===== config.mk =====
export PLATFORM = sky130hd
export DESIGN_NAME = wb_regfile
export DESIGN_NICKNAME = d
export VERILOG_FILES = /design/src/rtl/wb_regfile_pkg.sv /design/src/rtl/wb_regfile.sv
export SDC_FILE = /design/constraint.sdc
export NUM_CORES = 2
export LEC_CHECK = 0
export CAP_MARGIN = 5
export CORE_MARGIN = 8
export CORE_UTILIZATION = 30
export DETAILED_ROUTE_END_ITERATION = 7
export PLACE_DENSITY = 0.45
export SETUP_SLACK_MARGIN = 0.3
export SLEW_MARGIN = 40
export SYNTH_ARGS = -nofsm -noshare
export SYNTH_HDL_FRONTEND = slang
export SYNTH_SLANG_ARGS = --single-unit

===== constraint.sdc =====
create_clock -name clk -period 2.6 [get_ports clk]
set_input_delay 0.26 -clock clk [delete_from_list [all_inputs] [get_ports clk]]
set_output_delay 0.26 -clock clk [all_outputs]
set_load 0.05 [all_outputs]

===== src/rtl/wb_regfile_pkg.sv =====
// Pipeline-wide defines shared by the MEM, MEM/WB and write-back register file blocks.
package wb_regfile_pkg;

  localparam int          WORD_W        = 32;
  localparam int          REG_ADDR_W    = 5;
  localparam int          REG_NUM       = 32;
  localparam logic [31:0] ZERO_WORD     = 32'd0;
  localparam logic [4:0]  NOP_REG_ADDR  = 5'd0;

  localparam logic WRITE_ENABLE  = 1'b1;
  localparam logic WRITE_DISABLE = 1'b0;
  localparam logic READ_ENABLE   = 1'b1;
  localparam logic READ_DISABLE  = 1'b0;

endpackage


===== src/rtl/wb_regfile.sv =====
// MIPS general-purpose register file: one write-back port, two combinational read ports
// with a same-cycle write-to-read bypass; register 0 is hardwired to zero.
module wb_regfile
  import wb_regfile_pkg::*;
#(
  parameter int DATA_W = WORD_W,
  parameter int ADDR_W = REG_ADDR_W
) (
  input  logic              clk,
  input  logic              reset,
  input  logic              we,
  input  logic [ADDR_W-1:0] waddr,
  input  logic [DATA_W-1:0] wdata,
  input  logic              re1,
  input  logic [ADDR_W-1:0] raddr1,
  output logic [DATA_W-1:0] rdata1,
  input  logic              re2,
  input  logic [ADDR_W-1:0] raddr2,
  output logic [DATA_W-1:0] rdata2
);

  localparam int NUM_REGS = 2 ** ADDR_W;
  localparam logic [ADDR_W-1:0] ZERO_ADDR = ADDR_W'(NOP_REG_ADDR);

  logic [DATA_W-1:0] regs [NUM_REGS];

  // Reset clears the whole array asynchronously and masks any write presented meanwhile.
  always_ff @(posedge clk or negedge reset) begin
    if (!reset) begin
      for (int i = 0; i < NUM_REGS; i++) begin
        regs[i] <= '0;
      end
    end else if (we == WRITE_ENABLE && waddr != ZERO_ADDR) begin
      regs[waddr] <= wdata;
    end
  end

  // Priority: reset, address zero, read disable, in-flight bypass, stored value.
  function automatic logic [DATA_W-1:0] read_mux(
    input logic              rst_ok,
    input logic              rd_en,
    input logic [ADDR_W-1:0] rd_addr,
    input logic [DATA_W-1:0] stored,
    input logic              wr_en,
    input logic [ADDR_W-1:0] wr_addr,
    input logic [DATA_W-1:0] wr_data
  );
    logic [DATA_W-1:0] result;
    result = '0;
    if (rst_ok && rd_addr != ZERO_ADDR && rd_en == READ_ENABLE) begin
      if (wr_en == WRITE_ENABLE && wr_addr == rd_addr) begin
        result = wr_data;
      end else begin
        result = stored;
      end
    end
    return result;
  endfunction

  assign rdata1 = read_mux(reset, re1, raddr1, regs[raddr1], we, waddr, wdata);
  assign rdata2 = read_mux(reset, re2, raddr2, regs[raddr2], we, waddr, wdata);

endmodule


---- Word-level counts from Yosys, hierarchy flattened ----
Cells that the tools add are included.
Widths: inputs -> output; s select.
operators by class
  add/sub/neg operators ................... 0
  $mul .................................... 0
  div/mod/pow operators ................... 0
  order comparisons ....................... 4
  equality and inequality tests ........... 2
  shift operators ......................... 0
  multiplexer cells ....................... 13
  bitwise operators ....................... 3
  reduce and logical (&&, ||, !) cells .... 11
operator list
  operator            count
  $bwmux 1024         1
  $bmux 32 s5         2
  $mux 32             9
  $demux 32 s5        1
  $ge 6x6->1 const B  3
  $not 5->6           3
  $reduce_bool 5->1   3
  $eq 5x5->1          2
  $logic_and 1x1->1   8
  $lt 6x1->1 const B  1
storage, ports and cells
  register bits after elaboration ......... 1,024
  latch bits .............................. 0
  bits in writable memories ............... 0
  bits in read-only memories .............. 0
  logic and storage cells ................. 65
  memories kept ........................... 0

---- Logic depth before layout (Yosys ltp) ----
  depth after elaboration ................. 6
  gate-level depth with buffers ........... 10
  mapped depth without buffers ............ 5

---- Worst setup path before layout ----
Ideal clock, no wire load.
  path kind ............................... input to output
  from .................................... in waddr[0]
  to ...................................... out rdata1[10]
  arrival time ............................ 2.011 ns
  data required time ...................... 2.340 ns
  slack ................................... 0.329 ns
  stages .................................. 7
  buffers on the path ..................... 2
  cells stage by stage .................... buf_2 -> xor2_1 -> nor4_1 -> and3_1 -> nor3b_2 -> clkbuf_1 -> a22o_1
between the ends
  word-level cells in the longest chain between the ends .. 4
ends and longest elaborated chain
  what               RTL line          RTL
  from (decl)        wb_regfile.sv:12  input logic [ADDR_W-1:0] waddr,
  $eq 5x5->1         wb_regfile.sv:51  if (wr_en == WRITE_ENABLE && wr_addr == rd_addr) begin
  $logic_and 1x1->1  wb_regfile.sv:51
  $mux 32            wb_regfile.sv:51
  $mux 32            wb_regfile.sv:50  if (rst_ok && rd_addr != ZERO_ADDR && rd_en == READ_ENABLE) begin
  to (decl)          wb_regfile.sv:16  output logic [DATA_W-1:0] rdata1,
No other way between the ends.

---- Final worst setup path ----
  from .................................... reg regs[4] (netlist name)
  to ...................................... out rdata1[4]
between the ends
  word-level cells in the longest chain between the ends .. 5
ends and longest elaborated chain
  what                                        RTL line          RTL
  from (decl)                                 wb_regfile.sv:25  logic [DATA_W-1:0] regs [NUM_REGS];
  from (signal, indexed assignment)           wb_regfile.sv:34  regs[waddr] <= wdata;
  $bmux 32 s5                                 wb_regfile.sv:60  assign rdata1 = read_mux(reset, re1, raddr1, regs[raddr1], we, waddr, wdata);
  $mux 32 (not written as such) (2 in a row)  wb_regfile.sv:60
  $mux 32                                     wb_regfile.sv:51
  $mux 32                                     wb_regfile.sv:50
No other way between the ends. The select of a mux whose other input is x is not followed.

==> run_results.csv <==
group,metric,value,unit
setup_path,critPathBufInv,3,
setup_path,r2r_cells,4,
setup_path,cp-endpoint,"rdata1[4]",
clock_network,cts_tree,"done",
floorplan,core,181000,um2
setup_path,start_kind,"register",
drt,routedWlPerCell,32.9,um
setup_path,timing.rr.start,"regs[4]$_DFFE_PN0P_",
placed_design,dpl.cell_count,6423,
drt,wl,220,mm
cells_and_area,final_core_util,38.6,%
drt,via_count,37800,
setup_path,critical_path.most_common_cell,"buf_12",
cells_and_area,layout-drive-gt1-share,57.4,%
setup_path,critPathSlowestCell,"mux4_2",
cells_and_area,largest_reg_flops,1024,
placed_design,dp_hpwl,148,mm
timing,slew_headroom,41.3,%
floorplan,die-area,196000,um2
drt,drt_iter0_markers,2770,
yosys,syn_nets,3861,
timing,hold_viol,0,
cells_and_area,design_area,69800,um2
setup_path,arrival,2890,ps
run_status,violations,"negative setup slack",
grt,gr-total-overflow,0,
cells_and_area,syn2layout_area_growth,27.6,%
power,power,50.0,mW
setup_path,rr_endpoint,"regs[4]$_DFFE_PN0P_",
clock_network,htree_levels,3,
yosys,synth_flop_cell,"dfrtp_1",
cells_and_area,finalNonFillerCells,6704,
yosys,synth_top_area_share,46.8,%
clock_network,cts_root_buffer,"clkbuf_16",
clock_network,clockBufferDepth,3,
yosys,ys_seq_area_share,46.8,%
flow_run,maxCapViolCount,0,
timing,timing.final.crit_period,3150,ps
timing,setup_violations,64,
cells_and_area,finalNetCount,4288,
yosys,synth.distinct_cells,43,
floorplan,start_util,30.2,%
clock_network,clk_pin_slew,70,ps
drt,wl_met3,8.33,mm
setup_path,worstSetupPathType,"register to output port",
timing,finalClockSkew,0,ps
timing,slew_violations,0,
yosys,ys.warnings.count,0,
drt,routed.top_layer,"met4",
placed_design,gp_congestion,0.857,
yosys,synthTopCellsByCount,"dfrtp_1 (1,024), mux2_2 (996), mux4_2 (353), mux2i_1 (315), clkbuf_1 (219)",
cells_and_area,largest-register,"regs",
grt,antenna_found_initial,5,
floorplan,ios,116,
power,pwr-share-clk,34.7,%
placed_design,numPortBuffers,115,
floorplan,die_y,443,um
placed_design,dpl_cell_area,64200,um2
hold_path,hold_path_class,"input pin to register",
yosys,synthTopCellsByArea,"dfrtp_1 (47%), mux2_2 (20%), mux4_2 (15%), mux2i_1 (5.8%), a221oi_1 (1.6%)",
floorplan,die_x,443,um
yosys,synthCells,3809,
power,seq_power_share,42.3,%
setup_path,end_kind,"output port",
yosys,ys_async_sr_fraction,100,%
cells_and_area,fillers,16900,
drt,met2WireLength,108,mm
setup_path,startpoint,"regs[4]$_DFFE_PN0P_",
yosys,avgSynthCellArea,14.4,um2
clock_network,clock_sink_count,1024,
drt,via_per_inst,5.64,
clock_network,cts_buffers,117,
placed_design,dpl_worst_slack,-767,ps
yosys,yosys.area.top_type,"dfrtp_1",
power,powerDensity,716,nW/um2
cells_and_area,reg_top3,"regs: 1024 flops",
drt,drt-met1-wl,95.8,mm
setup_path,critPathMaxStageDelay,510,ps
setup_path,crit_fanout,2,
timing,grt_setup_unrepaired,"yes",
power,ir_drop,0.529,mV
drt,drc_errors,0,
power,p_int,35.7,mW
yosys,syn_area,54700,um2
setup_path,r2r_slack,1510,ps
power,p_sw,14.3,mW
grt,grt_max_degree,130,
run_status,outcome,"finished, violations left",
setup_path,worstPathCellList,"mux4_2 > a22o_1 > a211oi_2 > a21oi_2 > buf_4 > a22o_4 > buf_12 > buf_12",
power,combPwrFrac,22.9,%
yosys,synth_most_common_cell,"dfrtp_1",
yosys,synth_enable_flop_cells,0,
drt,antenna_left,0,
setup_path,crit_cells,8,
grt,grt_pass1_vias,39500,
timing,fmax,317,MHz
timing,setup_ws,-550,ps
setup_path,required,2340,ps
timing,worst_slew_pin_slew,880,ps
yosys,synth-seq-cells,1024,
grt,grt_pass1_wl,314,mm
clock_network,clock_latency,750,ps
drt,first_pass_iters,7,
setup_path,cp_top_family,"compound AO/OA/AOI/OAI gates",
grt,grt_usage,21.8,%
floorplan,rows,156,
power,sw_frac_of_total,28.5,%
timing,post-route-period-util,121,%
power,leakage,30.2,nW
[placed cells by master (no fill, tap or decap), types with 31 or more instances in the layout]
| cell type | count |
|---|---|
| mux2i_1 | 314 |
| mux4_2 | 353 |
| dfrtp_1 | 1024 |
| clkbuf_16 | 119 |
| nor2_1 | 35 |
| buf_4 | 439 |
| mux2_2 | 996 |
| a22o_1 | 34 |
| a21oi_2 | 31 |
| a22oi_1 | 48 |
| a221o_1 | 32 |
| o221ai_1 | 57 |
| a22oi_2 | 51 |
| buf_12 | 238 |
| clkdlybuf4s50_1 | 35 |
| a21oi_1 | 55 |
| a221oi_1 | 83 |
[through the flow]
stage	hold WS [ps]	setup TNS, ps
finish	125	-18100
global route	110	-22710
CTS	78.4	-21060
detailed placement	297	-43640
global placement	302	-46580
floorplan	-35.6	0
[worst min-delay path by stage]
stage          startpoint                    end  slack, ps  depth (start not counted)
3_5_place_dp        reset  regs[924]$_DFFE_PN0P_        300                          2
4_1_cts          wdata[4]  regs[900]$_DFFE_PN0P_         80                          2
3_3_place_gp        reset  regs[924]$_DFFE_PN0P_        300                          2
5_1_grt          wdata[4]  regs[900]$_DFFE_PN0P_        110                          2
2_1_floorplan       reset    regs[0]$_DFFE_PN0P_        -40                          0
6_report         wdata[4]  regs[900]$_DFFE_PN0P_        120                          2
[metal layers]
layer	up-vias	global-route usage, %
met4	0	7.50
met5	-	0
met1	20700	29.3
met2	983	36.8
li1	15700	-
met3	326	2.32
[repair_timing]
item,CTS,global route
gates resized for setup,198,64
buffers inserted,41,17
hold endpoints to repair,226,8
setup endpoints to repair,64,64
hold buffers,1,1
gates cloned,1,1
pin swaps,143,21
[cells by family after synthesis]
group | count (synthesis) | synth area share, %
multiplexers | 1664 | 40.8
flip-flops | 1024 | 46.8
AO/OA/AOI/OAI | 539 | 7.35
buffers and inverters | 450 | 3.87
AND/OR/NAND/NOR | 123 | 1.04
XOR/XNOR | 9 | 0.144
[area by class of cell]
type | instances | area (um2) | area share [%]
Antenna cell | 4 | 10.0 | 0.0143
Clock buffer | 173 | 3450 | 4.94
Clock inverter | 40 | 536 | 0.767
Inverter | 5 | 18.8 | 0.0269
Multi-Input combinational cell | 2335 | 28300 | 40.5
Sequential cell | 1024 | 25600 | 36.7
Tap cell | 2370 | 2970 | 4.25
Timing Repair Buffer | 753 | 8930 | 12.8
[power groups by stage]
stage / logic [mW] / clock network (mW) / registers (mW)
after detailed placement: 10.8 / 0 / 21.4
after floorplan: 7.06 / 0 / 20.6
after CTS: 11.3 / 17.8 / 21.1
after global routing: 12.1 / 18.4 / 21.6
after global placement: 10.7 / 0 / 21.3
final: 11.5 / 17.4 / 21.2
Power figures use the tool's default switching activity.
